## config.mk

```make
export PLATFORM = sky130hd
export DESIGN_NAME = read_response_fifo
export DESIGN_NICKNAME = d
export VERILOG_FILES = /design/src/rtl/read_response_fifo.sv
export SDC_FILE = /design/constraint.sdc
export NUM_CORES = 1
export LEC_CHECK = 0
export ABC_AREA = 0
export CELL_PAD_IN_SITES_DETAIL_PLACEMENT = 0
export CELL_PAD_IN_SITES_GLOBAL_PLACEMENT = 1
export CORE_ASPECT_RATIO = 1.1
export CORE_UTILIZATION = 45
export CTS_BUF_LIST = sky130_fd_sc_hd__clkbuf_16
export DETAILED_ROUTE_END_ITERATION = 16
export GPL_TIMING_DRIVEN = 0
export PLACE_DENSITY_LB_ADDON = 0.1
export REMOVE_ABC_BUFFERS = 1
export SYNTH_ARGS = -nofsm -noshare
export SYNTH_HDL_FRONTEND = slang
export SYNTH_SLANG_ARGS = --single-unit
```

## constraint.sdc

```tcl
create_clock -name clk -period 22.9 [get_ports clk]
set_input_delay 4.58 -clock clk [delete_from_list [all_inputs] [get_ports clk]]
set_output_delay 4.58 -clock clk [all_outputs]
set_load 0.1 [all_outputs]
```

## src/rtl/read_response_fifo.sv

```systemverilog
// Read-return buffer between the DRAM backend channel and the frontend.
// A read may issue only when a buffer slot is reserved for its data.
// Returned beats leave in arrival order. Sticky flags record unsolicited beats and stalls.
module read_response_fifo #(
  parameter int DATA_WIDTH = 128,
  parameter int ID_WIDTH   = 4,
  parameter int DEPTH      = 8,
  parameter int TIMEOUT    = 255
) (
  input  logic                  clk,
  input  logic                  rst,
  input  logic                  issue_valid,
  output logic                  issue_ready,
  input  logic                  ret_valid,
  input  logic [ID_WIDTH-1:0]   ret_id,
  input  logic [DATA_WIDTH-1:0] ret_data,
  output logic                  resp_valid,
  input  logic                  resp_ready,
  output logic [ID_WIDTH-1:0]   resp_id,
  output logic [DATA_WIDTH-1:0] resp_data,
  output logic                  read_pending,
  output logic                  empty,
  output logic                  unsol_err,
  output logic                  timeout_err
);

  localparam int PTR_W = $clog2(DEPTH);
  localparam int CNT_W = PTR_W + 1;
  localparam int SUM_W = PTR_W + 2;
  localparam int WD_W  = (TIMEOUT < 2) ? 1 : $clog2(TIMEOUT + 1);

  localparam logic [CNT_W-1:0] CNT_ZERO  = {CNT_W{1'b0}};
  localparam logic [CNT_W-1:0] CNT_ONE   = {{(CNT_W-1){1'b0}}, 1'b1};
  localparam logic [PTR_W-1:0] PTR_ZERO  = {PTR_W{1'b0}};
  localparam logic [PTR_W-1:0] PTR_ONE   = {{(PTR_W-1){1'b0}}, 1'b1};
  localparam logic [WD_W-1:0]  WD_ZERO   = {WD_W{1'b0}};
  localparam logic [WD_W-1:0]  WD_ONE    = {{(WD_W-1){1'b0}}, 1'b1};
  localparam logic [WD_W-1:0]  WD_LIMIT  = WD_W'(TIMEOUT);
  localparam logic [SUM_W-1:0] SUM_DEPTH = SUM_W'(DEPTH);

  // DEPTH is a power of two, so the natural binary wrap lands on slot 0.
  function automatic logic [PTR_W-1:0] ptr_inc(input logic [PTR_W-1:0] p);
    return p + PTR_ONE;
  endfunction

  logic [ID_WIDTH-1:0]   id_mem_q   [DEPTH];
  logic [DATA_WIDTH-1:0] data_mem_q [DEPTH];

  logic [PTR_W-1:0] wr_ptr_q, wr_ptr_d;
  logic [PTR_W-1:0] rd_ptr_q, rd_ptr_d;
  logic [CNT_W-1:0] count_q, count_d;
  logic [CNT_W-1:0] outstanding_q, outstanding_d;
  logic [WD_W-1:0]  wd_cnt_q, wd_cnt_d;
  logic             unsol_err_q, unsol_err_d;
  logic             timeout_err_q, timeout_err_d;

  logic [SUM_W-1:0] credit_sum;
  logic             issue_fire;
  logic             ret_accept;
  logic             ret_unsol;
  logic             pop;

  assign credit_sum   = SUM_W'(count_q) + SUM_W'(outstanding_q);
  assign issue_ready  = (credit_sum < SUM_DEPTH);
  assign resp_valid   = (count_q != CNT_ZERO);
  assign empty        = (count_q == CNT_ZERO);
  assign read_pending = (outstanding_q != CNT_ZERO);
  assign resp_id      = id_mem_q[rd_ptr_q];
  assign resp_data    = data_mem_q[rd_ptr_q];
  assign unsol_err    = unsol_err_q;
  assign timeout_err  = timeout_err_q;

  // Next-state for pointers, occupancy, credits, watchdog and error flags.
  always_comb begin
    issue_fire    = issue_valid & issue_ready;
    ret_accept    = ret_valid & (outstanding_q != CNT_ZERO);
    ret_unsol     = ret_valid & (outstanding_q == CNT_ZERO);
    pop           = resp_valid & resp_ready;

    wr_ptr_d      = wr_ptr_q;
    rd_ptr_d      = rd_ptr_q;
    count_d       = count_q;
    outstanding_d = outstanding_q;
    wd_cnt_d      = wd_cnt_q;
    unsol_err_d   = unsol_err_q | ret_unsol;
    timeout_err_d = timeout_err_q |
                    ((wd_cnt_q == WD_LIMIT) && (outstanding_q != CNT_ZERO));

    if (ret_accept) begin
      wr_ptr_d = ptr_inc(wr_ptr_q);
    end else begin
      wr_ptr_d = wr_ptr_q;
    end

    if (pop) begin
      rd_ptr_d = ptr_inc(rd_ptr_q);
    end else begin
      rd_ptr_d = rd_ptr_q;
    end

    case ({ret_accept, pop})
      2'b10:   count_d = count_q + CNT_ONE;
      2'b01:   count_d = count_q - CNT_ONE;
      default: count_d = count_q;
    endcase

    case ({issue_fire, ret_accept})
      2'b10:   outstanding_d = outstanding_q + CNT_ONE;
      2'b01:   outstanding_d = outstanding_q - CNT_ONE;
      default: outstanding_d = outstanding_q;
    endcase

    // Watchdog measures time since the last return while reads are in flight.
    if ((outstanding_q == CNT_ZERO) || ret_accept) begin
      wd_cnt_d = WD_ZERO;
    end else if (wd_cnt_q != WD_LIMIT) begin
      wd_cnt_d = wd_cnt_q + WD_ONE;
    end else begin
      wd_cnt_d = wd_cnt_q;
    end
  end

  // Control state registers with synchronous reset.
  always_ff @(posedge clk) begin
    if (rst) begin
      wr_ptr_q      <= PTR_ZERO;
      rd_ptr_q      <= PTR_ZERO;
      count_q       <= CNT_ZERO;
      outstanding_q <= CNT_ZERO;
      wd_cnt_q      <= WD_ZERO;
      unsol_err_q   <= 1'b0;
      timeout_err_q <= 1'b0;
    end else begin
      wr_ptr_q      <= wr_ptr_d;
      rd_ptr_q      <= rd_ptr_d;
      count_q       <= count_d;
      outstanding_q <= outstanding_d;
      wd_cnt_q      <= wd_cnt_d;
      unsol_err_q   <= unsol_err_d;
      timeout_err_q <= timeout_err_d;
    end
  end

  // Beat storage; contents are don't-care after reset, so no reset is applied.
  always_ff @(posedge clk) begin
    if (!rst && ret_accept) begin
      id_mem_q[wr_ptr_q]   <= ret_id;
      data_mem_q[wr_ptr_q] <= ret_data;
    end
  end

endmodule

```

==> metrics.txt <==
io pins 275; FF-to-FF path depth 12; fin util 0.554; RSZ-0062 raised after global routing false; I/O Buffers 274; Hold-fix buffers, CTS 0; die area 93400 sq um; Final Cycle Share 0.382; first-pass GRT wire length 129 mm; Peak supply drop 0.160 mV; Hold WC Path Type reg2reg; vias per inst 5.45; n_diodes 0; Reg-to-Reg Start outstanding_q[0]; largest net degree at the start of global routing 60; routability congestion estimate 0.703; Sinks on Clock Net 1083; DR WL/cell 25.1 um; Core Area 91100 sq um; DR vias 18594; GRT overflow 0; most frequent cells in the layout 1056 x edfxtp_1, 274 x clkdlybuf4s50_1, 164 x mux4_2; Post-route DRC 0; CP max stage cell clkdlybuf4s50_1; fin area 50500 sq um; Tmin final 8.75 ns; Hold WS 0.474 ns; critical path cell sequence buf_16 > buf_16 > mux4_1 > mux2_2 > clkdlybuf4s50_1; Total Power 5.81 mW; setup TNS 0 ns; Worst path depth 5; Area after DPL 47000 sq um; worst setup path class reg2out; number of global-route vias before repair 20050; Buf/Inv on CP 3; 1st-iter DRT viols 999; Max transition margin 0.192; Mapped Cells 1691; Initial Util 0.455; final net count 2291; die height 320 um; Post-CTS Setup Bufs 0; Critical Path Max Stage Delay 1.04 ns; status completed; crit path to resp_data[41]; P&R area growth vs syn 21.8%; Crit path required time 18.32 ns; R2R Setup Slk 19.56 ns; most frequent CP cell buf_16; CTS tree yes; HPWL after DPL 55.6 mm; final hold viol count 0; # rows 116; CTS root buffer clkbuf_16; Max Clock Skew 0.0163 ns; warnings from Yosys 0; post-CTS resize count 0; Setup-failing EPs final 0; CP Max Fanout 43; Routed Antenna Nets 0; Reg clk slew, reported paths 0.06 ns; DR pass1 iterations 4; layout cells sized above 1 0.272; register area share after synthesis 0.777; FMAX 0.114 GHz; CTS max path bufs 3; fin. max-slew vios 0; Total GRT Usage 0.186; Die W 291 um; Skew-Pair Late Insertion Delay 0.66 ns; antenna violations before repair 8; Lkg Pwr 16.1 nW; WP data arrival 4.17 ns; syn_area_per_cell 24.5 sq um; WHS Path Cells 2; most common cell after layout, fill and taps aside edfxtp_1; WL final 85.6 mm; CTS Buf Count 109; Max Cap Violations 0; P per Cell Area 115 nW/um^2; crit path launch type flip-flop; Mapped Area 41500 sq um; Synth cell types 36; R2R Path End data_mem_q[4][88]; CP Capture Type primary output; Slew @ Worst Pin 1.21 ns; Top delay family on crit path buffers and inverters; number of synthesized register bits 1083; H-tree levels 3
==> cells by family (layout without fill, tap and decap cells) <==
kind of cell,after synthesis,after routing,synth area share
mux,398,398,0.189
flops,1083,1083,0.777
fa+ha+maj,14,14,0.00458
compound gates,22,22,0.00311
xor+xnor,11,11,0.00232
simple gates,72,72,0.00805
buf+inv,91,631,0.0158
==> registers in the layout, summed over array words and instances, names as in the netlist, named ones only <==
| signal | flops |
|---|---|
| unsol_err | 1 |
| wr_ptr_q | 3 |
| count_q | 4 |
| wd_cnt_q | 8 |
| data_mem_q | 1024 |
| outstanding_q | 4 |
| id_mem_q | 32 |
| rd_ptr_q | 3 |
| timeout_err | 1 |
==> metal layers <==
layer  routed length [um]  share of wire  up-vias  track usage
li1                     -              -     8211            -
met1                37500           0.44     9939        0.252
met2                42700           0.50      314        0.307
met3                 4060          0.047      114       0.0430
met4                 1190          0.014       16       0.0412
met5                  108         0.0013        -            0
==> layout make-up <==
cell class | count | area, sq um
sequential | 1083 | 32300
tap | 1180 | 1480
clock buffer | 112 | 2800
timing repair buffer | 418 | 4630
fill | 6890 | 40600
clock inverter | 90 | 696
multi-input combinational | 517 | 8630
inverter | 11 | 41.3
==> power by group <==
| group | internal [mW] | switching [mW] |
|---|---|---|
| combinational | 0.603 | 1.19 |
| clock | 1.00 | 0.718 |
| sequential | 2.25 | 0.0398 |
| total | 3.86 | 1.95 |
==> metrics by stage <==
| stage | worst slack [ns] | instances |
|---|---|---|
| 2_1_floorplan | 3.71 | 1611 |
| 3_3_place_gp | -14.17 | 3065 |
| 3_5_place_dp | 14.76 | 3209 |
| 4_1_cts | 14.04 | 3411 |
| 5_1_grt | 13.95 | 3411 |
| 6_report | 14.15 | 3411 |
==> Yosys cell counts (all sizes together) <==
| master | n | area share |
|---|---|---|
| nor4b | 1 | 0.00021 |
| edfxtp | 1056 | 0.76 |
| nand2 | 14 | 0.0013 |
| or3 | 1 | 0.00015 |
| mux4 | 264 | 0.15 |
| nor3 | 7 | 0.00084 |
| a21oi | 15 | 0.0018 |
| mux2i | 2 | 0.00048 |
| o2111ai | 1 | 0.00021 |
| mux2 | 132 | 0.036 |
| inv | 11 | 0.0010 |
| a31o | 1 | 0.00021 |
| nand4 | 1 | 0.00015 |
| fa | 2 | 0.00097 |
| nand3b | 1 | 0.00018 |
| and3 | 4 | 0.00060 |
| xor2 | 9 | 0.0019 |
| o21ai | 1 | 0.00012 |
| a2111oi | 1 | 0.00021 |
| clkbuf | 30 | 0.0027 |
| buf | 50 | 0.012 |
| nor4 | 2 | 0.00045 |
| nor2 | 31 | 0.0028 |
| dfxtp | 27 | 0.013 |
| ha | 12 | 0.0036 |
| a211oi | 1 | 0.00018 |
| nand3 | 7 | 0.00084 |
| or4 | 3 | 0.00054 |
| xnor2 | 2 | 0.00042 |
| o31ai | 2 | 0.00036 |
==> worst min-delay path by stage <==
stage / start / end / slack, ns
6_report: unsol_err / unsol_err / 0.47
5_1_grt: rd_ptr_q[1] / flip-flop / 0.51
4_1_cts: unsol_err / unsol_err / 0.48
3_5_place_dp: timeout_err / timeout_err / 0.46
3_3_place_gp: unsol_err / unsol_err / 0.45
2_1_floorplan: rd_ptr_q[1] / flip-flop / 0.45
==> tightest hold or removal path, cell delays in order, from the launching register on <==
cell and delay, ns:
dfxtp_1 0.33, a21oi_1 0.04, nor2_1 0.07
Note: power is estimated with default switching activity, not from simulation.
